<file path="config.mk">
export PLATFORM = sky130hd
export DESIGN_NAME = lab06_stim_flat
export DESIGN_NICKNAME = d
export VERILOG_FILES = /design/src/rtl/lab06_pkg.sv /design/src/rtl/lab06_stim_if.sv /design/src/rtl/lab06_stim_fifo.sv /design/src/rtl/lab06_stim.sv /design/src/flat_wrapper.sv
export SDC_FILE = /design/constraint.sdc
export NUM_CORES = 1
export LEC_CHECK = 0
export CAP_MARGIN = 20
export CORE_MARGIN = 2
export CORE_UTILIZATION = 24
export DETAILED_ROUTE_END_ITERATION = 16
export RECOVER_POWER = 100
export REMOVE_ABC_BUFFERS = 1
export SYNTH_ARGS = -nofsm -noshare
export SYNTH_HDL_FRONTEND = slang
export SYNTH_SLANG_ARGS = --single-unit
</file>
<file path="constraint.sdc">
create_clock -name clk -period 3.98 [get_ports clk]
set_input_delay 0.796 -clock clk [delete_from_list [all_inputs] [get_ports clk]]
set_output_delay 0.796 -clock clk [all_outputs]
set_load 0.02 [all_outputs]
</file>
<file path="src/rtl/lab06_pkg.sv">
// Shared types and widths for the lab06 stimulus initiator.
//   state_t : FSM states (IDLE, SEND, WAIT)
//   OP_W    : operand / beat width
//   MODE_W  : mode field width
//   RES_W   : datapath reply width
//   FCNT_W  : completed-frame counter width
//   res_t   : signed datapath reply
package lab06_pkg;

    localparam int OP_W   = 4;
    localparam int MODE_W = 2;
    localparam int RES_W  = 6;
    localparam int FCNT_W = 8;

    typedef enum logic [1:0] {
        IDLE = 2'd0,
        SEND = 2'd1,
        WAIT = 2'd2
    } state_t;

    typedef logic signed [RES_W-1:0] res_t;

endpackage

</file>
<file path="src/rtl/lab06_stim_if.sv">
// Signal bundle between the lab06 stimulus initiator and its environment.
//   Loader side   : ld_valid, ld_number -> ; <- ld_ready
//   Command side  : start, start_mode -> ; <- busy
//   Datapath side : <- in_valid, in_number, mode ; out_valid, out_result ->
//   Result side   : <- res_valid, res_data, res_timeout, frame_cnt
// modport master : the initiator (lab06_stim)
// modport slave  : whatever surrounds it (loader, datapath, result consumer)
interface lab06_stim_if;
    import lab06_pkg::*;

    logic              ld_valid;
    logic [OP_W-1:0]   ld_number;
    logic              ld_ready;
    logic              start;
    logic [MODE_W-1:0] start_mode;
    logic              busy;
    logic              in_valid;
    logic [OP_W-1:0]   in_number;
    logic [MODE_W-1:0] mode;
    logic              out_valid;
    res_t              out_result;
    logic              res_valid;
    res_t              res_data;
    logic              res_timeout;
    logic [FCNT_W-1:0] frame_cnt;

    modport master (
        input  ld_valid, ld_number, start, start_mode, out_valid, out_result,
        output ld_ready, busy, in_valid, in_number, mode,
               res_valid, res_data, res_timeout, frame_cnt
    );

    modport slave (
        output ld_valid, ld_number, start, start_mode, out_valid, out_result,
        input  ld_ready, busy, in_valid, in_number, mode,
               res_valid, res_data, res_timeout, frame_cnt
    );

endinterface

</file>
<file path="src/rtl/lab06_stim_fifo.sv">
// Synchronous DEPTH x OP_W operand FIFO with wrap-around pointers.
//   clk, rst : clock, asynchronous active-high reset (flushes pointers/count)
//   push/din : write request and data; dropped when full
//   pop      : read request; head advances, ignored when empty
//   dout     : current head (valid while !empty)
//   full, empty, count : occupancy, all derived from the count register
// DEPTH must be a power of two so the pointers wrap naturally.
module lab06_stim_fifo
    import lab06_pkg::*;
#(
    parameter int DEPTH = 8,
    parameter int CNT_W = $clog2(DEPTH + 1)
) (
    input  logic             clk,
    input  logic             rst,
    input  logic             push,
    input  logic [OP_W-1:0]  din,
    input  logic             pop,
    output logic [OP_W-1:0]  dout,
    output logic             full,
    output logic             empty,
    output logic [CNT_W-1:0] count
);

    localparam int PTR_W = $clog2(DEPTH);

    logic [OP_W-1:0]  mem [DEPTH];
    logic [PTR_W-1:0] wr_ptr;
    logic [PTR_W-1:0] rd_ptr;
    logic             push_ok;
    logic             pop_ok;

    // Fullness is judged on the pre-pop count, so a push at full is dropped
    // even if a pop happens in the same cycle.
    assign push_ok = push && !full;
    assign pop_ok  = pop && !empty;

    assign full  = (count == CNT_W'(DEPTH));
    assign empty = (count == '0);
    assign dout  = mem[rd_ptr];

    always_ff @(posedge clk or posedge rst) begin
        if (rst) begin
            wr_ptr <= '0;
            rd_ptr <= '0;
            count  <= '0;
        end else begin
            if (push_ok) wr_ptr <= wr_ptr + 1'b1;
            if (pop_ok)  rd_ptr <= rd_ptr + 1'b1;
            case ({push_ok, pop_ok})
                2'b10:   count <= count + 1'b1;
                2'b01:   count <= count - 1'b1;
                default: count <= count;
            endcase
        end
    end

    // Storage carries no reset; emptiness is tracked by count alone.
    always_ff @(posedge clk) begin
        if (push_ok) mem[wr_ptr] <= din;
    end

endmodule

</file>
<file path="src/rtl/lab06_stim.sv">
// lab06 stimulus initiator: buffers loaded operands, replays one frame of
// FRAME_LEN beats on in_valid/in_number/mode per accepted start, then waits
// for the datapath reply or a TIMEOUT.
//   clk, rst : clock, asynchronous active-high reset (aborts frame, flushes FIFO)
//   bus      : lab06_stim_if.master (loader, command, datapath, result signals)
// Parameters: FRAME_LEN beats per frame (1..DEPTH), DEPTH FIFO entries
// (power of 2), TIMEOUT maximum WAIT cycles (>= 2).
module lab06_stim
    import lab06_pkg::*;
#(
    parameter int FRAME_LEN = 4,
    parameter int DEPTH     = 8,
    parameter int TIMEOUT   = 100
) (
    input  logic         clk,
    input  logic         rst,
    lab06_stim_if.master bus
);

    localparam int CNT_W  = $clog2(DEPTH + 1);
    localparam int BEAT_W = $clog2(FRAME_LEN + 1);
    localparam int TMO_W  = $clog2(TIMEOUT);

    state_t            state, state_nxt;
    logic [BEAT_W-1:0] beat_cnt, beat_nxt;
    logic [TMO_W-1:0]  wait_cnt, wait_nxt;
    logic [MODE_W-1:0] mode_lat, mode_lat_nxt;

    logic              in_valid_q, in_valid_nxt;
    logic [OP_W-1:0]   in_number_q, in_number_nxt;
    logic [MODE_W-1:0] mode_q, mode_nxt;
    logic              res_valid_q, res_valid_nxt;
    res_t              res_data_q, res_data_nxt;
    logic              res_timeout_q, res_timeout_nxt;
    logic [FCNT_W-1:0] frame_cnt_q, frame_cnt_nxt;

    logic              fifo_pop;
    logic [OP_W-1:0]   fifo_head;
    logic              fifo_full;
    logic              fifo_empty;
    logic [CNT_W-1:0]  fifo_count;

    lab06_stim_fifo #(
        .DEPTH (DEPTH),
        .CNT_W (CNT_W)
    ) u_fifo (
        .clk   (clk),
        .rst   (rst),
        .push  (bus.ld_valid),
        .din   (bus.ld_number),
        .pop   (fifo_pop),
        .dout  (fifo_head),
        .full  (fifo_full),
        .empty (fifo_empty),
        .count (fifo_count)
    );

    always_comb begin
        state_nxt       = state;
        beat_nxt        = beat_cnt;
        wait_nxt        = wait_cnt;
        mode_lat_nxt    = mode_lat;
        fifo_pop        = 1'b0;
        in_valid_nxt    = 1'b0;
        in_number_nxt   = '0;
        mode_nxt        = '0;
        res_valid_nxt   = 1'b0;
        res_timeout_nxt = 1'b0;
        res_data_nxt    = res_data_q;
        frame_cnt_nxt   = frame_cnt_q;

        case (state)
            IDLE: begin
                // A start without a full frame buffered is silently dropped.
                if (bus.start && (fifo_count >= CNT_W'(FRAME_LEN))) begin
                    state_nxt    = SEND;
                    mode_lat_nxt = bus.start_mode;
                    beat_nxt     = '0;
                end
            end

            SEND: begin
                fifo_pop      = !fifo_empty;
                in_valid_nxt  = 1'b1;
                in_number_nxt = fifo_head;
                mode_nxt      = (beat_cnt == '0) ? mode_lat : '0;
                if (beat_cnt == BEAT_W'(FRAME_LEN - 1)) begin
                    state_nxt = WAIT;
                    wait_nxt  = '0;
                end else begin
                    beat_nxt = beat_cnt + 1'b1;
                end
            end

            WAIT: begin
                // Reply is checked first so it wins over the last timeout cycle.
                if (bus.out_valid) begin
                    res_valid_nxt = 1'b1;
                    res_data_nxt  = bus.out_result;
                    frame_cnt_nxt = frame_cnt_q + 1'b1;
                    state_nxt     = IDLE;
                end else if (wait_cnt == TMO_W'(TIMEOUT - 1)) begin
                    res_timeout_nxt = 1'b1;
                    res_data_nxt    = '0;
                    state_nxt       = IDLE;
                end else begin
                    wait_nxt = wait_cnt + 1'b1;
                end
            end

            default: state_nxt = IDLE;
        endcase
    end

    always_ff @(posedge clk or posedge rst) begin
        if (rst) begin
            state         <= IDLE;
            beat_cnt      <= '0;
            wait_cnt      <= '0;
            mode_lat      <= '0;
            in_valid_q    <= 1'b0;
            in_number_q   <= '0;
            mode_q        <= '0;
            res_valid_q   <= 1'b0;
            res_data_q    <= '0;
            res_timeout_q <= 1'b0;
            frame_cnt_q   <= '0;
        end else begin
            state         <= state_nxt;
            beat_cnt      <= beat_nxt;
            wait_cnt      <= wait_nxt;
            mode_lat      <= mode_lat_nxt;
            in_valid_q    <= in_valid_nxt;
            in_number_q   <= in_number_nxt;
            mode_q        <= mode_nxt;
            res_valid_q   <= res_valid_nxt;
            res_data_q    <= res_data_nxt;
            res_timeout_q <= res_timeout_nxt;
            frame_cnt_q   <= frame_cnt_nxt;
        end
    end

    assign bus.ld_ready    = !fifo_full;
    assign bus.busy        = (state != IDLE);
    assign bus.in_valid    = in_valid_q;
    assign bus.in_number   = in_number_q;
    assign bus.mode        = mode_q;
    assign bus.res_valid   = res_valid_q;
    assign bus.res_data    = res_data_q;
    assign bus.res_timeout = res_timeout_q;
    assign bus.frame_cnt   = frame_cnt_q;

endmodule

</file>
<file path="src/flat_wrapper.sv">
// flat-port wrapper written by rule: the top's interface ports become plain ports
module lab06_stim_flat import lab06_pkg::*;
#(
    parameter int FRAME_LEN = 4,
    parameter int DEPTH     = 8,
    parameter int TIMEOUT   = 100
)
  (clk, rst, bus_ld_valid, bus_ld_number, bus_start, bus_start_mode, bus_out_valid, bus_out_result, bus_ld_ready, bus_busy, bus_in_valid, bus_in_number, bus_mode, bus_res_valid, bus_res_data, bus_res_timeout, bus_frame_cnt);
  lab06_stim_if bus_i ();
  input  logic clk;
  input  logic rst;
  input wire logic [$bits(bus_i.ld_valid)-1:0] bus_ld_valid;
  input wire logic [$bits(bus_i.ld_number)-1:0] bus_ld_number;
  input wire logic [$bits(bus_i.start)-1:0] bus_start;
  input wire logic [$bits(bus_i.start_mode)-1:0] bus_start_mode;
  input wire logic [$bits(bus_i.out_valid)-1:0] bus_out_valid;
  input wire logic [$bits(bus_i.out_result)-1:0] bus_out_result;
  output wire logic [$bits(bus_i.ld_ready)-1:0] bus_ld_ready;
  output wire logic [$bits(bus_i.busy)-1:0] bus_busy;
  output wire logic [$bits(bus_i.in_valid)-1:0] bus_in_valid;
  output wire logic [$bits(bus_i.in_number)-1:0] bus_in_number;
  output wire logic [$bits(bus_i.mode)-1:0] bus_mode;
  output wire logic [$bits(bus_i.res_valid)-1:0] bus_res_valid;
  output wire logic [$bits(bus_i.res_data)-1:0] bus_res_data;
  output wire logic [$bits(bus_i.res_timeout)-1:0] bus_res_timeout;
  output wire logic [$bits(bus_i.frame_cnt)-1:0] bus_frame_cnt;
  assign bus_i.ld_valid = bus_ld_valid;
  assign bus_i.ld_number = bus_ld_number;
  assign bus_i.start = bus_start;
  assign bus_i.start_mode = bus_start_mode;
  assign bus_i.out_valid = bus_out_valid;
  assign bus_i.out_result = bus_out_result;
  assign bus_ld_ready = bus_i.ld_ready;
  assign bus_busy = bus_i.busy;
  assign bus_in_valid = bus_i.in_valid;
  assign bus_in_number = bus_i.in_number;
  assign bus_mode = bus_i.mode;
  assign bus_res_valid = bus_i.res_valid;
  assign bus_res_data = bus_i.res_data;
  assign bus_res_timeout = bus_i.res_timeout;
  assign bus_frame_cnt = bus_i.frame_cnt;
  lab06_stim #(.FRAME_LEN(FRAME_LEN), .DEPTH(DEPTH), .TIMEOUT(TIMEOUT)) u_core (.clk(clk), .rst(rst), .bus(bus_i));
endmodule
</file>
==> metrics.md <==
| Metric | Value |
|---|---|
| Num Clock Sinks | 79 |
| Setup TNS | 0 ns |
| Routability Congestion | 0.744 |
| Slew headroom | 44.4% |
| Biggest area consumer among synthesized cells | dfrtp_1 |
| Postcts setup bufs | 0 |
| Hold WS | 0.467 ns |
| Max-cap violations | 0 |
| Register area share after synthesis | 64.1% |
| CTS tree | yes |
| Slew Viols, Final | 0 |
| Crit path launch type | register |
| Status | complete, no violations |
| Routed wire length | 6.04 mm |
| Post-route setup slack | 1.36 ns |
| Initial Utilization | 24.3% |
| Die area | 14800 um2 |
| CP Capture Type | primary output |
| CTS root buf | clkbuf_16 |
| DP Worst Slack | 1.24 ns |
| Mapped Cells | 227 |
| CP arrival | 1.83 ns |
| DP HPWL | 4.24 mm |
| # diodes | 0 |
| RSZ-0062 raised after global routing | false |
| GRT overflow | 0 |
| VDD IR max | 0.000233 V |
| Core box area | 13700 um2 |
| Worst-path maximum fanout | 6 |
| TritonCTS buffer count | 9 |
| Final setup viols | 0 |
| Sequential share of power | 41.4% |
| Die Y | 122 um |
| Crit path kind | register to primary output |
| Synth top area share | 35.3% |
| Num rows | 43 |
| CTS Hold Bufs | 0 |
| Largest net degree at the start of global routing | 48 |
| Area contributors post-synth | dfrtp_1 35%, edfxtp_1 29%, mux4_2 5.4% |
| Die Width | 122 um |
| I/O pins | 42 |
| Slowest-stage cell, CP | dlygate4sd3_1 |
| Initial antenna violation count | 0 |
| Most frequent cells in the layout | 47 x dfrtp_1, 33 x dlygate4sd3_1, 32 x edfxtp_1 |
| Max incr delay on CP | 0.68 ns |
| Fin Clk Skew | 0.00712 ns |
| Hold WC Path Type | register to register |
| Vias | 1956 |
| H-tree depth | 3 |
| Share of cells above drive strength 1 | 14.9% |
| Yosys warnings | 0 |
| Via-to-Cell Ratio | 4.24 |
| Netlist Area Pre-Place | 3330 um2 |
| Total power | 3.14 mW |
| Worst-Margin Slew | 0.826 ns |
| Clock share of power | 27.7% |
| Cell variety after synth | 43 |
| Number of synthesized flops with an enable pin | 32 |
| CP Cell Sequence | nor3_2, nand2_1, dlygate4sd3_1 |
| Area delta synth->final | 27.9% |
| DRC viols | 0 |
| Final Hold Vio Count | 0 |
| Cell area power density | 737 nW/um2 |
| DR WL/cell | 13.1 um |
| CP required | 3.18 ns |
| Ys async rst share | 59.5% |
| GRT Overall Usage | 8.86% |
| Period utilisation layout | 65.9% |
| Global-route wire length before repair | 9.78 mm |
| DRT antenna net count | 0 |
| Clock transition at the registers of the reported paths | 0.06 ns |
| PostCTS Resize Cnt | 0 |
| Port Buffer Count | 41 |
| NetSw | 1.01 mW |
| Gate power share | 30.9% |
| Net Sw Frac | 32.2% |
| Leak | 1.73 nW |
| CTS max path bufs | 2 |
| Commonest non-fill, non-tap cell in the layout | dfrtp_1 |
| Drt pass-1 iters | 4 |
| Int Power | 2.13 mW |
| Iteration-0 DRC Markers | 88 |
| Ys flop type | dfrtp_1 |
| Nets | 303 |
| Post-synthesis register bit count | 79 |
| Final min period | 2.62 ns |
| Vias in the first global route | 1917 |
| Clock Latency Late Sink | 0.33 ns |
| Max Freq | 0.381 GHz |
| Mean area per synthesized cell | 14.7 um2 |
[state kept, by name (all words and copies together), names as in the netlist]
name,flops
u_core.u_fifo.count,4
u_core.mode_lat,2
u_core.bus.in_valid,1
u_core.bus.in_number,4
u_core.bus.mode,2
u_core.bus.res_data,6
u_core.bus.res_timeout,1
u_core.beat_cnt,3
u_core.u_fifo.wr_ptr,3
u_core.u_fifo.rd_ptr,3
u_core.u_fifo.mem,32
u_core.bus.res_valid,1
u_core.state,2
u_core.wait_cnt,7
u_core.bus.frame_cnt,8
[critical path: cells and delay by family (launching register included)]
kind / cells / cell delay (ns)
simple gates: 2 / 0.38
buf+inv: 1 / 0.68
flops: 1 / 0.43
[worst paths after layout]
kind                       cells after the start                             endpoint  slack, ns                                 from
max in group asynchronous                      3   u_core.u_fifo.count[1]$_DFFE_PP0P_       2.47                                  rst
max reg2reg                                    9   u_core.u_fifo.count[2]$_DFFE_PP0P_       1.47          u_core.state[1]$_DFFE_PP0P_
min reg2reg                                    1  u_core.bus.frame_cnt[7]$_DFFE_PP0P_       0.47  u_core.bus.frame_cnt[7]$_DFFE_PP0P_
max                                            3                         bus_ld_ready       1.36   u_core.u_fifo.count[1]$_DFFE_PP0P_
min in group asynchronous                      2  u_core.bus.frame_cnt[5]$_DFFE_PP0P_       0.93                                  rst
min                                            1  u_core.bus.frame_cnt[7]$_DFFE_PP0P_       0.47  u_core.bus.frame_cnt[7]$_DFFE_PP0P_
[layout make-up]
type	instances	area, um2
clock buffers	9	225
flip-flops and latches	79	2140
inverters	9	33.8
multi-input cells	135	1120
clock inverters	7	95.1
fillers	1363	9460
repair buffers	42	430
well taps	180	225
[synth_stat cells, drive strengths merged, types with 2 or more instances]
library cell / instances
nand3: 6
nor2b: 4
nand2b: 6
mux2i: 8
and2: 2
or2: 2
nand2: 10
nor2: 12
ha: 10
mux2: 7
a22o: 6
a21oi: 3
dfrtp: 47
o22ai: 2
o21ai: 7
buf: 2
clkbuf: 2
nor3: 6
and4: 3
edfxtp: 32
and3: 3
nand4: 4
xor2: 6
o2bb2ai: 2
xnor2: 10
mux4: 8
inv: 9
[per-layer routing]
metal | share of wire [%] | GRT usage, % | up-vias | wire, um
li1 | - | - | 939 | -
met1 | 47 | 11.7 | 957 | 2850
met2 | 46 | 13.0 | 56 | 2760
met3 | 6.4 | 3.84 | 4 | 389
met4 | 0.83 | 3.02 | 0 | 50
met5 | 0 | 0 | - | 0
[cells by family after synthesis]
family	after synthesis	share of synthesized area, %
flip-flops	79	64.1
adder cells (fa/ha/maj)	10	3.75
buffers and inverters	13	1.54
AND/OR/NAND/NOR	62	10.6
multiplexers	23	10.2
XOR/XNOR	16	4.20
AO/OA/AOI/OAI	24	5.63
[power by group through the flow]
| stage | Combinational, mW | Sequential (mW) | Clock [mW] |
|---|---|---|---|
| 2_1_floorplan | 0.623 | 1.36 | 0 |
| 3_3_place_gp | 1.00 | 1.32 | 0 |
| 3_5_place_dp | 1.03 | 1.33 | 0 |
| 4_1_cts | 1.03 | 1.31 | 0.893 |
| 5_1_grt | 1.08 | 1.34 | 0.936 |
| 6_report | 0.971 | 1.30 | 0.871 |
[stage by stage]
step	cells	util [%]	cell area [um2]
2_1_floorplan	223	-	3320
3_3_place_gp	444	28.8	3950
3_5_place_dp	444	28.8	3950
4_1_cts	460	31.1	4270
5_1_grt	461	31.1	4260
6_report	461	31.1	4260
No activity file was read; power rests on OpenSTA's default activity.
